===== config.mk =====
export PLATFORM = sky130hd
export DESIGN_NAME = alu_muldiv
export DESIGN_NICKNAME = d
export VERILOG_FILES = /design/src/rtl/alu_muldiv.sv
export SDC_FILE = /design/constraint.sdc
export NUM_CORES = 1
export LEC_CHECK = 0
export CORE_AREA = 2 2 185 323
export CTS_CLUSTER_DIAMETER = 200
export DETAILED_ROUTE_END_ITERATION = 12
export DIE_AREA = 0 0 187 325
export PLACE_DENSITY_LB_ADDON = 0.12
export SLEW_MARGIN = 0
export SYNTH_ARGS = -nofsm -noshare
export SYNTH_HDL_FRONTEND = slang
export SYNTH_SLANG_ARGS = --single-unit

===== constraint.sdc =====
create_clock -name clock -period 15.5 [get_ports clock]
set_input_delay 3.1 -clock clock [delete_from_list [all_inputs] [get_ports clock]]
set_output_delay 3.1 -clock clock [all_outputs]
set_load 0.005 [all_outputs]

===== src/rtl/alu_muldiv.sv =====
// -----------------------------------------------------------------------------
// alu_muldiv
//
// Handshaked ALU with an iterative multiply/divide unit.
//   * Ops 0..15 and 20..31 finish in one cycle: the result is registered on the
//     accept edge and out_valid rises right after it.
//   * Ops 16..19 (MUL, MULHU, DIVU, REMU) take DATA_WIDTH iterations. Each
//     iteration handles one bit. They share one 2*DATA_WIDTH-bit accumulator:
//     shift-add for multiply, restoring division for divide.
//
// Ports
//   clock       rising-edge clock
//   reset       synchronous, active-high reset
//   ALU_Op      operation select (5 bits), captured on accept
//   operand_A   first operand (DATA_WIDTH bits), captured on accept
//   operand_B   second operand (DATA_WIDTH bits), captured on accept
//   in_valid    request valid
//   in_ready    request ready; accept = in_valid & in_ready at an edge
//   out_valid   response valid (high exactly in DONE)
//   out_ready   response ready; consume = out_valid & out_ready at an edge
//   ALU_result  registered result
//   zero        registered flag, high when ALU_result == 0
//   busy        high while an iterative op is running
// -----------------------------------------------------------------------------
module alu_muldiv #(
  parameter int DATA_WIDTH = 32
) (
  input  logic                  clock,
  input  logic                  reset,
  input  logic [4:0]            ALU_Op,
  input  logic [DATA_WIDTH-1:0] operand_A,
  input  logic [DATA_WIDTH-1:0] operand_B,
  input  logic                  in_valid,
  output logic                  in_ready,
  output logic                  out_valid,
  input  logic                  out_ready,
  output logic [DATA_WIDTH-1:0] ALU_result,
  output logic                  zero,
  output logic                  busy
);

  localparam int W     = DATA_WIDTH;
  localparam int SH_W  = $clog2(W);
  localparam int CNT_W = $clog2(W);

  localparam logic [W-1:0]     W_VAL    = W'(W);
  localparam logic [CNT_W-1:0] LAST_CNT = CNT_W'(W - 1);

  typedef enum logic [1:0] {
    IDLE = 2'd0,
    BUSY = 2'd1,
    DONE = 2'd2
  } state_t;

  state_t r_state;
  state_t w_state_next;

  // Captured context of the iterative op in flight.
  logic             r_op_div;   // 1: divide family, 0: multiply family
  logic             r_op_hi;    // 1: return upper half of the accumulator
  logic [W-1:0]     r_opnd;     // multiplicand (mul) or divisor (div)
  logic [2*W-1:0]   r_acc;      // product / remainder:quotient register
  logic [CNT_W-1:0] r_cnt;      // iteration counter

  logic [W-1:0]     r_result;
  logic             r_zero;

  logic             w_accept;
  logic             w_is_multi;
  logic             w_last;

  // ---------------------------------------------------------------------------
  // Single-cycle datapath (operates on the live inputs; used only on accept)
  // ---------------------------------------------------------------------------
  logic            w_shamt_big;
  logic [SH_W-1:0] w_shamt;
  logic            w_lt;
  logic            w_eq;
  logic [W-1:0]    w_single;

  assign w_shamt_big = (operand_B >= W_VAL);
  // When the amount is below W it fits entirely in the low SH_W bits.
  assign w_shamt     = operand_B[SH_W-1:0];
  assign w_lt        = (operand_A < operand_B);
  assign w_eq        = (operand_A == operand_B);

  always_comb begin
    // NOTE: every variable assigned in always_comb gets a default first, so no
    // path can leave it unassigned and infer a latch.
    w_single = '0;
    unique case (ALU_Op)
      5'd0:    w_single = operand_A + operand_B;
      5'd1:    w_single = operand_A & operand_B;
      5'd2:    w_single = ~(operand_A | operand_B);
      5'd3:    w_single = operand_A | operand_B;
      5'd4:    w_single = w_shamt_big ? '0 : (operand_A << w_shamt);
      5'd5:    w_single = {{(W-1){1'b0}}, w_lt};
      5'd6:    w_single = w_shamt_big ? '0 : (operand_A >> w_shamt);
      5'd7:    w_single = w_shamt_big ? {W{operand_A[W-1]}}
                                      : W'($signed(operand_A) >>> w_shamt);
      5'd8:    w_single = operand_A - operand_B;
      5'd9:    w_single = operand_A ^ operand_B;
      // Compare ops report 0 when their relation holds.
      5'd10:   w_single = {{(W-1){1'b0}}, ~w_eq};
      5'd11:   w_single = {{(W-1){1'b0}},  w_lt};
      5'd12:   w_single = {{(W-1){1'b0}},  (w_lt | w_eq)};
      5'd13:   w_single = {{(W-1){1'b0}}, ~(w_lt | w_eq)};
      5'd14:   w_single = {{(W-1){1'b0}}, ~w_lt};
      5'd15:   w_single = {{(W-1){1'b0}},  w_eq};
      default: w_single = '0;  // 16..19 go through the iterative path; 20..31 are 0
    endcase
  end

  assign w_is_multi = (ALU_Op[4:2] == 3'b100);

  // ---------------------------------------------------------------------------
  // Iterative multiply / divide step
  // ---------------------------------------------------------------------------
  // Multiply: the accumulator starts as {0, B}. Each step adds A to the upper
  // half when the current LSB is set, then shifts the whole register right.
  // The extra sum bit carries into the vacated MSB.
  logic [W:0]     w_mul_sum;
  logic [2*W-1:0] w_mul_next;

  assign w_mul_sum  = {1'b0, r_acc[2*W-1:W]} + (r_acc[0] ? {1'b0, r_opnd} : '0);
  assign w_mul_next = {w_mul_sum, r_acc[W-1:1]};

  // Restoring divide: the accumulator starts as {0, A}. Each step shifts left,
  // trial-subtracts the divisor from the upper half, and shifts the quotient
  // bit into the LSB. With a zero divisor every trial succeeds, which gives an
  // all-ones quotient and leaves A in the remainder half.
  logic [W:0]     w_div_trial;
  logic [W:0]     w_div_diff;
  logic           w_div_ge;
  logic [2*W-1:0] w_div_next;

  assign w_div_trial = r_acc[2*W-1:W-1];
  assign w_div_diff  = w_div_trial - {1'b0, r_opnd};
  assign w_div_ge    = (w_div_trial >= {1'b0, r_opnd});
  assign w_div_next  = {(w_div_ge ? w_div_diff[W-1:0] : w_div_trial[W-1:0]),
                        r_acc[W-2:0], w_div_ge};

  logic [2*W-1:0] w_acc_next;
  logic [W-1:0]   w_multi_result;

  assign w_acc_next     = r_op_div ? w_div_next : w_mul_next;
  // MUL/DIVU take the low half; MULHU/REMU take the high half.
  assign w_multi_result = r_op_hi ? w_acc_next[2*W-1:W] : w_acc_next[W-1:0];
  assign w_last         = (r_cnt == LAST_CNT);

  // ---------------------------------------------------------------------------
  // Control FSM
  // ---------------------------------------------------------------------------
  always_ff @(posedge clock) begin
    // NOTE: sequential state uses non-blocking assignments, so every flop
    // samples pre-edge values regardless of block evaluation order.
    if (reset) r_state <= IDLE;
    else       r_state <= w_state_next;
  end

  always_comb begin
    w_state_next = r_state;
    in_ready     = 1'b0;
    out_valid    = 1'b0;
    busy         = 1'b0;
    unique case (r_state)
      IDLE: begin
        in_ready = 1'b1;
        if (in_valid) w_state_next = w_is_multi ? BUSY : DONE;
      end
      BUSY: begin
        busy = 1'b1;
        if (w_last) w_state_next = DONE;
      end
      DONE: begin
        out_valid = 1'b1;
        // Under backpressure the response holds and no new request enters.
        in_ready  = out_ready;
        if (out_ready) begin
          if (in_valid) w_state_next = w_is_multi ? BUSY : DONE;
          else          w_state_next = IDLE;
        end
      end
      default: w_state_next = IDLE;
    endcase
  end

  assign w_accept = in_valid & in_ready;

  // ---------------------------------------------------------------------------
  // Datapath registers
  // ---------------------------------------------------------------------------
  always_ff @(posedge clock) begin
    if (reset) begin
      // NOTE: the datapath is cleared together with the FSM. An op abandoned by
      // reset must leave nothing behind, and the visible result must read 0.
      r_result <= '0;
      r_zero   <= 1'b1;
      r_cnt    <= '0;
      r_acc    <= '0;
      r_opnd   <= '0;
      r_op_div <= 1'b0;
      r_op_hi  <= 1'b0;
    end else if (w_accept) begin
      if (w_is_multi) begin
        r_op_div <= ALU_Op[1];
        r_op_hi  <= ALU_Op[0];
        r_cnt    <= '0;
        r_opnd   <= ALU_Op[1] ? operand_B : operand_A;
        r_acc    <= {{W{1'b0}}, (ALU_Op[1] ? operand_A : operand_B)};
      end else begin
        r_result <= w_single;
        r_zero   <= (w_single == '0);
      end
    end else if (r_state == BUSY) begin
      r_acc <= w_acc_next;
      r_cnt <= r_cnt + 1'b1;
      if (w_last) begin
        r_result <= w_multi_result;
        r_zero   <= (w_multi_result == '0);
      end
    end
  end

  assign ALU_result = r_result;
  assign zero       = r_zero;

endmodule


---- Word-level counts from Yosys, hierarchy flattened ----
Index checks and enable logic that the tools add are counted.
operators by class
  add/sub/neg operators ................... 5
  $lt $le $gt $ge ......................... 3
  eq/ne operators ......................... 25
  shift-type cells ........................ 3
  muxes and demuxes ....................... 33
  bitwise logic cells ..................... 9
  reductions and logical operators ........ 11
operators with widths
  operator                                                                number
  32-bit one-hot mux with 15 select lines                                 1
  32-bit two-way mux                                                      12
  64-bit two-way mux                                                      4
  32-bit logical NOT                                                      2
  32-bit subtractor                                                       2
  5-bit by 4-bit equality test with 1-bit output, second input constant   8
  32-bit by 32-bit adder with 33-bit output                               1
  33-bit by 32-bit >= comparator with 1-bit output                        1
  32-bit adder                                                            1
  32-bit AND                                                              1
  32-bit equality test                                                    1
  32-bit by 6-bit >= comparator with 1-bit output, second input constant  1
  32-bit less-than comparator                                             1
  32-bit NOT                                                              1
  32-bit OR                                                               1
  32-bit by 5-bit << shifter with 32-bit output                           1
  32-bit by 5-bit right shift with 32-bit output                          1
  32-bit by 5-bit >>> shifter with 32-bit output                          1
  32-bit XOR                                                              1
  5-bit by 3-bit equality test with 1-bit output, second input constant   4
  5-bit two-way mux                                                       3
  5-bit by 2-bit equality test with 1-bit output, second input constant   2
  2-bit two-way mux                                                       5
  2-bit inequality test, second input constant                            4
  19 further kinds                                                        29
word-level totals
  bits in registers ....................... 138
  logic and storage cells ................. 97

---- Depth between registers and ports, before layout ----
Gate-level depths: netlist (run 1).
  depth in word-level cells ............... 8
  gate-level depth with buffers ........... 19
  mapped depth without buffers ............ 16

---- Least setup slack after synthesis (run 1) ----
Ideal clock, no wire load.
  kind .................................... input to register
  start ................................... in operand_B[2]
  end ..................................... reg r_zero (netlist: zero)
  setup time .............................. 0.077 ns
  arrival ................................. 7.338 ns
  data required time ...................... 15.423 ns
  slack ................................... 8.085 ns
  cell stages on the path ................. 18
  buffers on the path ..................... 4
  cell sequence ........................... inv_1 -> clkbuf_1 -> clkbuf_1 -> clkbuf_1 -> ha_1 -> clkbuf_1 -> nor2b_1 -> o2111ai_1 -> a211oi_1 -> nor3_1 -> o41ai_1 -> a21oi_1 -> o31ai_1 -> o21ai_0 -> a21o_1 -> nor4_1 -> nand4_1 -> a41oi_2
on the way
  word-level cells in the longest chain between the ends .. 7
ends and longest elaborated chain
  element                                                              RTL line  text
  from (decl)                                                          32        input logic [DATA_WIDTH-1:0] operand_B,
  32-bit less-than comparator or 32-bit equality test (tied branches)  84, 85
  1-bit OR                                                             106, 107
  1-bit NOT                                                            107       5'd13: w_single = {{(W-1){1'b0}}, ~(w_lt | w_eq)};
  32-bit one-hot mux with 15 select lines *                            91        unique case (ALU_Op)
  32-bit logical NOT *                                                 213       r_zero <= (w_single == '0);
  1-bit two-way mux *                                                  205       if (w_is_multi) begin
  1-bit two-way mux *                                                  204       end else if (w_accept) begin
  to (signal assigned)                                                 213
  to (signal assigned)                                                 220       r_zero <= (w_multi_result == '0);
  to (decl)                                                            66        logic r_zero;
Every way passes the cells marked *; elsewhere a longest branch is shown, timed or not. The select of a mux whose other input is x is not followed.
A chain may end at the register's enable or synchronous reset.

---- Worst setup path after layout (run 1) ----
  start ................................... in operand_B[4]
  end ..................................... reg r_zero (netlist: zero)
The elaborated chain is that of the path after synthesis.

==> results.md, run 1 <==
* Outcome: finished with violations
* Failing checks: slew limit
* Clock Path Buffers at 3
* Syn Inst Count at 3041
* Cells along the critical path: clkdlybuf4s50_1, buf_4, inv_1, ha_1, nor2_1, a221oi_1, a32oi_1, a2111oi_2, o221ai_1, a21o_1, or4_1, nor3_1, and4_1, nand4_1, a41oi_2
* Post-Layout Inst Area at 0.02359 mm²
* DR vias at 24771
* Largest net degree at the start of global routing at 82
* CP max FO at 24
* Placed cell areas at 0.02289 mm²
* Switching power at 663.1 µW
* Port Buf Inserts at 108
* Sequential-to-total area share from yosys stat at 12.97%
* Max incr delay on CP at 0.68 ns
* Root cell of the clock tree: clkbuf_16
* Final #Nets at 3249
* Share of layout cells above drive strength 1 at 7.171%
* Diodes inserted at 0
* R2R depth at 15
* Fin util at 40.59%
* Inserted Clock Buffers at 25
* CORE AREA at 0.05812 mm²
* Hold Crit Class: flip-flop to flip-flop
* Setup Skew at 0.02812 ns
* Post-cts sizing count at 0
* RD Place Congestion at 1.046
* FP Rows at 117
* CP Class: input pin to flip-flop
* Max cap viols at 0
* Post-Syn Area at 0.02130 mm²
* Fin crit share at 52.02%
* Dominant combinational cell family by area after synthesis: compound AO/OA/AOI/OAI gates
* Initial antenna violation count at 0
* GRT Resource Usage Total at 38.09%
* Syn_nets at 3284
* Residual DRC at 0
* Post-route insts no fill at 3785
* Comb power frac at 44.6%
* Worst path slowest cell: a221oi_1
* Register bit total from synthesis at 138
* Post-Synth Simple-Gate Area at 22.80%
* Minimum clock period at 8.064 ns
* Worst skew pair latency at 0.50 ns
* Compound-Gate Fraction of Synth Area at 32.23%
* Drt wl/cell at 31.65 µm
* Worst relative slew slack at -0.8282%
* Critical path required time at 15.92 ns
* Asr flop ratio synth at 0%
* I/O Pins at 109
* RSZ-0062 raised after global routing: no
* R2R Path End: zero
* Worst setup EP type: flip-flop
* Hold path endpoint: ALU_result[26]
* Post-CTS Setup Inserts at 0
* Most frequent cells in the layout: nor2_1, nand2_1, a21oi_1
* Final WL at 119.8 mm
* Register area at 0.002766 mm²
* Multiplexer share of the synthesized area at 11.55%
* Least-Margin Pin Slew at 1.512 ns
* Filler cells at 6310
* Cts hold-fix bufs at 0
* Vias in the first global route at 24619
* Starting DRT DRC Count at 2000
* Leak pwr at 0.009567 µW
* Cell Pwr Density at 66.47 mW/mm²
* FMAX at 124.0 MHz
* DRT antenna net count at 0
* Vias per cell at 6.545
* Drt first pass iters at 8
* Die X at 187 µm
* Hold Vio Cnt, Final at 0
* Sequential share of power at 24.3%
* Hpwl dp at 96.23 mm
* Placed Cells at 3752
* Post-Synth XOR/XNOR Area at 3.083%
* Post-synth EDFFs at 0
* Commonest non-fill, non-tap cell in the layout: nor2_1
* Clock share of power at 31.1%
* Area of the multi-input gates at 0.01705 mm²
* Ys flop type: dfxtp_1
* Slew Limit Fails at 3
* Yosys cell types at 94
* # H-tree levels at 4
* Clk pin slew, worst setup/hold paths at 0.06 ns
* Int Power at 904.8 µW
* Peak VDD IR at 0.04350 mV
* Area delta synth->final at 10.73%
* Initial Util at 36.66%
* Setup TNS at 0 ns
* Hold path startpoint: ALU_result[26]
* CTS tree: done
* Sw frac at 42.29%
* Final setup viols at 0
* Reg-to-Reg Start: r_opnd[9]
* Clock Sinks at 138
* Reg2Reg Setup Slack at 9.80 ns
* Synth warnings at 0
* Avg Cell Area, Syn at 7.006 µm²
* Die footprint at 0.06078 mm²
* First-pass GRT wire length at 170.8 mm
* WP data arrival at 8.48 ns
* Remaining global-route overflow at 0
* Hold path depth at 2
* Area share of fa/ha/maj cells after synthesis at 10.13%
* Chip Height at 325 µm
* Startpoint types: input pin
logic make-up after synthesis:
| logic type | after synthesis |
|---|---|
| AO/OA/AOI/OAI | 1012 |
| XOR/XNOR | 75 |
| adder cells (fa/ha/maj) | 170 |
| buffers and inverters | 388 |
| flip-flops | 138 |
| multiplexers | 205 |
| AND/OR/NAND/NOR | 1053 |
Yosys cell counts (23+ instances only):
| cell | number | area share (%) |
|---|---|---|
| dfxtp_1 | 138 | 13 |
| a211oi_1 | 120 | 4.2 |
| nor2_1 | 368 | 6.5 |
| a21oi_1 | 269 | 6.3 |
| a31oi_1 | 47 | 1.4 |
| or3_1 | 28 | 0.82 |
| nor3_1 | 73 | 1.7 |
| o31ai_1 | 29 | 1.0 |
| ha_1 | 166 | 9.7 |
| xnor2_1 | 47 | 1.9 |
| clkbuf_1 | 189 | 3.3 |
| o21a_1 | 26 | 0.92 |
| xor2_1 | 28 | 1.2 |
| mux2_2 | 36 | 1.9 |
| a221oi_1 | 27 | 1.1 |
| nand3_1 | 60 | 1.4 |
| inv_1 | 154 | 2.7 |
| and2_1 | 47 | 1.4 |
| and3_1 | 23 | 0.68 |
| nand4_1 | 34 | 1.0 |
| nor4_1 | 28 | 0.82 |
| mux4_2 | 29 | 3.1 |
| nand2_1 | 298 | 5.3 |
| a21o_1 | 38 | 1.3 |
| mux2i_1 | 140 | 6.6 |
| a22oi_1 | 33 | 1.2 |
| o22ai_1 | 24 | 0.70 |
| o21ai_0 | 142 | 3.3 |
| o211ai_1 | 34 | 1.2 |
power by group through the flow:
stage               Clock (µW)  Combinational, µW  Sequential (µW)
finish                     488                699              381
global route               507                732              382
CTS                        495                680              381
detailed placement           0                677              388
global placement             0                679              388
floorplan                    0                407              382
stage by stage:
stage	hold WS [ns]	setup WS, ns	total power (µW)
6_report	0.4589	7.436	1568
5_1_grt	0.4857	7.316	1620
2_1_floorplan	0.4482	8.085	789.3
3_5_place_dp	0.4492	7.072	1065
4_1_cts	0.4607	7.565	1555
3_3_place_gp	0.4412	7.029	1067
sequential cells by signal, indices dropped and copies added, names as in the netlist:
register / flops
ALU_result: 32
r_acc: 64
r_cnt: 5
r_op_div: 1
r_op_hi: 1
r_opnd: 32
r_state: 2
zero: 1
layer usage:
metal | GRT usage [%] | share of wire (%) | vias up
met5 | 0 | 0 | -
met4 | 33.04 | 10 | 0
met3 | 2.719 | 4.1 | 387
met2 | 70.36 | 51 | 1126
met1 | 38.45 | 35 | 12018
li1 | - | - | 11240
worst max-delay path, delay by kind of cell:
family,cells,cell delay (ns)
fa+ha+maj,1,0.54
compound gates,6,2.13
buf+inv,3,1.10
simple gates,5,1.59
area by class of cell:
cell class / count / area share (%)
multi-input cells: 2515 / 72.26
flip-flops and latches: 138 / 11.73
repair buffers: 170 / 6.460
well taps: 773 / 4.100
clock buffers: 28 / 2.742
inverters: 156 / 2.482
clock inverters: 5 / 0.2334
how the worst max path moves through the flow:
stage            to  slack (ns)    startpoint  depth (start not counted)
6_report       zero        7.44  operand_B[4]                         15
5_1_grt        zero        7.32  operand_B[0]                         15
4_1_cts        zero        7.56  operand_B[0]                         15
3_5_place_dp   zero        7.07  operand_B[0]                         15
3_3_place_gp   zero        7.03  operand_B[0]                         15
2_1_floorplan  zero        8.09  operand_B[2]                         18
Note: power is estimated with default switching activity, not from simulation.
==> run 2: changes to the inputs <==
==> constraint.sdc (replaced) <==
create_clock -name clock -period 7.2 [get_ports clock]
set_input_delay 1.44 -clock clock [delete_from_list [all_inputs] [get_ports clock]]
set_output_delay 1.44 -clock clock [all_outputs]
set_load 0.005 [all_outputs]
==> results.md, run 2 (same netlist as run 1, synthesis figures left out) <==
* DRT antenna net count at 0
* Cts hold-fix bufs at 0
* Final WL at 123.3 mm
* R2R depth at 15
* Inserted Clock Buffers at 25
* Largest Register: r_acc
* Outcome: complete, no violations
* Chip Height at 325 µm
* CP max FO at 13
* Max cap viols at 0
* RSZ-0062 raised after global routing: no
* Initial Util at 36.66%
* Setup Skew at 0.01584 ns
* Share of layout cells above drive strength 1 at 8.415%
* Hold path endpoint: r_op_hi
* Remaining global-route overflow at 0
* Largest net degree at the start of global routing at 72
* Vias per cell at 6.636
* Reg2Reg Setup Slack at 1.75 ns
* Clock Path Buffers at 3
* GRT Resource Usage Total at 39.07%
* Reg-to-Reg Start: r_opnd[4]
* CTS tree: done
* DR vias at 25403
* Worst relative slew slack at 25.50%
* Vias in the first global route at 24658
* Leak pwr at 0.009788 µW
* Fin crit share at 84.32%
* Post-route insts no fill at 3828
* Worst skew pair latency at 0.50 ns
* Least-Margin Pin Slew at 1.117 ns
* Hpwl dp at 99.16 mm
* Hold path startpoint: r_op_hi
* Post-CTS Setup Inserts at 0
* CORE AREA at 0.05812 mm²
* Final #Nets at 3291
* R2R Path End: zero
* CP Class: input pin to flip-flop
* Die X at 187 µm
* Drt wl/cell at 32.21 µm
* Clock Sinks at 138
* Die footprint at 0.06078 mm²
* Peak VDD IR at 0.09738 mV
* First-pass GRT wire length at 174.5 mm
* # H-tree levels at 4
* Hold Crit Class: flip-flop to flip-flop
* Area delta synth->final at 12.42%
* Hold path depth at 2
* Most frequent cells in the layout: nor2_1, nand2_1, a21oi_1
* Initial antenna violation count at 2
* Post-cts sizing count at 0
* Cell Pwr Density at 143.8 mW/mm²
* Clk pin slew, worst setup/hold paths at 0.05 ns
* Setup TNS at 0 ns
* FP Rows at 117
* Slew Limit Fails at 0
* Worst setup EP type: flip-flop
* Final setup viols at 0
* Root cell of the clock tree: clkbuf_16
* FMAX at 164.7 MHz
* Minimum clock period at 6.071 ns
* Port Buf Inserts at 108
* Starting DRT DRC Count at 2249
* Hold WS at 0.4606 ns
* Drt first pass iters at 8
* Max FFs per register at 64
* RD Place Congestion at 1.057
* Residual DRC at 0
* Placed Cells at 3794
* I/O Pins at 109
* Hold Vio Cnt, Final at 0
* Startpoint types: input pin
* Filler cells at 6267
* Critical path required time at 7.61 ns
* Commonest non-fill, non-tap cell in the layout: nor2_1
* WP data arrival at 6.48 ns
run 2: metrics by stage:
step | total power [µW] | instance area, µm² | setup slack, ns | utilization (%)
after floorplan | 1699 | 21300 | 1.445 | -
after global placement | 2348 | 23230 | 0.9284 | 39.98
after detailed placement | 2338 | 23230 | 0.8666 | 39.98
after CTS | 3405 | 23950 | 1.356 | 41.20
after global routing | 3550 | 23950 | 1.027 | 41.21
final | 3444 | 23950 | 1.129 | 41.21
run 2: where the power goes:
| part | total, µW | switching [µW] | internal (µW) |
|---|---|---|---|
| sequential | 821 | 29.3 | 791 |
| clock | 1070 | 380 | 687 |
| combinational | 1560 | 1050 | 509 |
run 2: area by class of cell:
type / count / area, µm² / area share (%)
multi-input cells: 2515 / 17050 / 71.19
flip-flops and latches: 138 / 2766 / 11.55
repair buffers: 212 / 1864 / 7.784
well taps: 773 / 967.2 / 4.038
clock buffers: 31 / 678.2 / 2.832
inverters: 156 / 585.6 / 2.445
clock inverters: 2 / 35.03 / 0.1463
diodes: 1 / 2.502 / 0.01045
run 2: worst max-delay path, cell delays in order:
cell	delay, ns
clkdlybuf4s50_1	0.74
inv_1	0.15
ha_1	0.54
nor4_1	0.77
nand2_1	0.20
or3_1	0.45
mux2i_1	0.18
nand4_1	0.11
a41oi_1	0.22
o311ai_0	0.24
or4_1	0.47
nor3_1	0.22
buf_4	0.18
and4_1	0.21
nand4_1	0.13
a41oi_2	0.22
run 2: how the worst max path moves through the flow:
| stage | start | end | cells past startpoint |
|---|---|---|---|
| detailed placement | operand_B[22] | zero | 16 |
| global route | operand_B[22] | zero | 16 |
| global placement | operand_B[22] | zero | 16 |
| CTS | operand_A[10] | zero | 16 |
| floorplan | operand_B[2] | zero | 18 |
| finish | operand_B[22] | zero | 16 |
run 2: routing by layer:
| metal | global-route usage [%] | wire, µm |
|---|---|---|
| met5 | 0 | 13 |
| met4 | 37.23 | 13910 |
| met3 | 3.701 | 6399 |
| met2 | 70.68 | 61490 |
| met1 | 38.81 | 41500 |
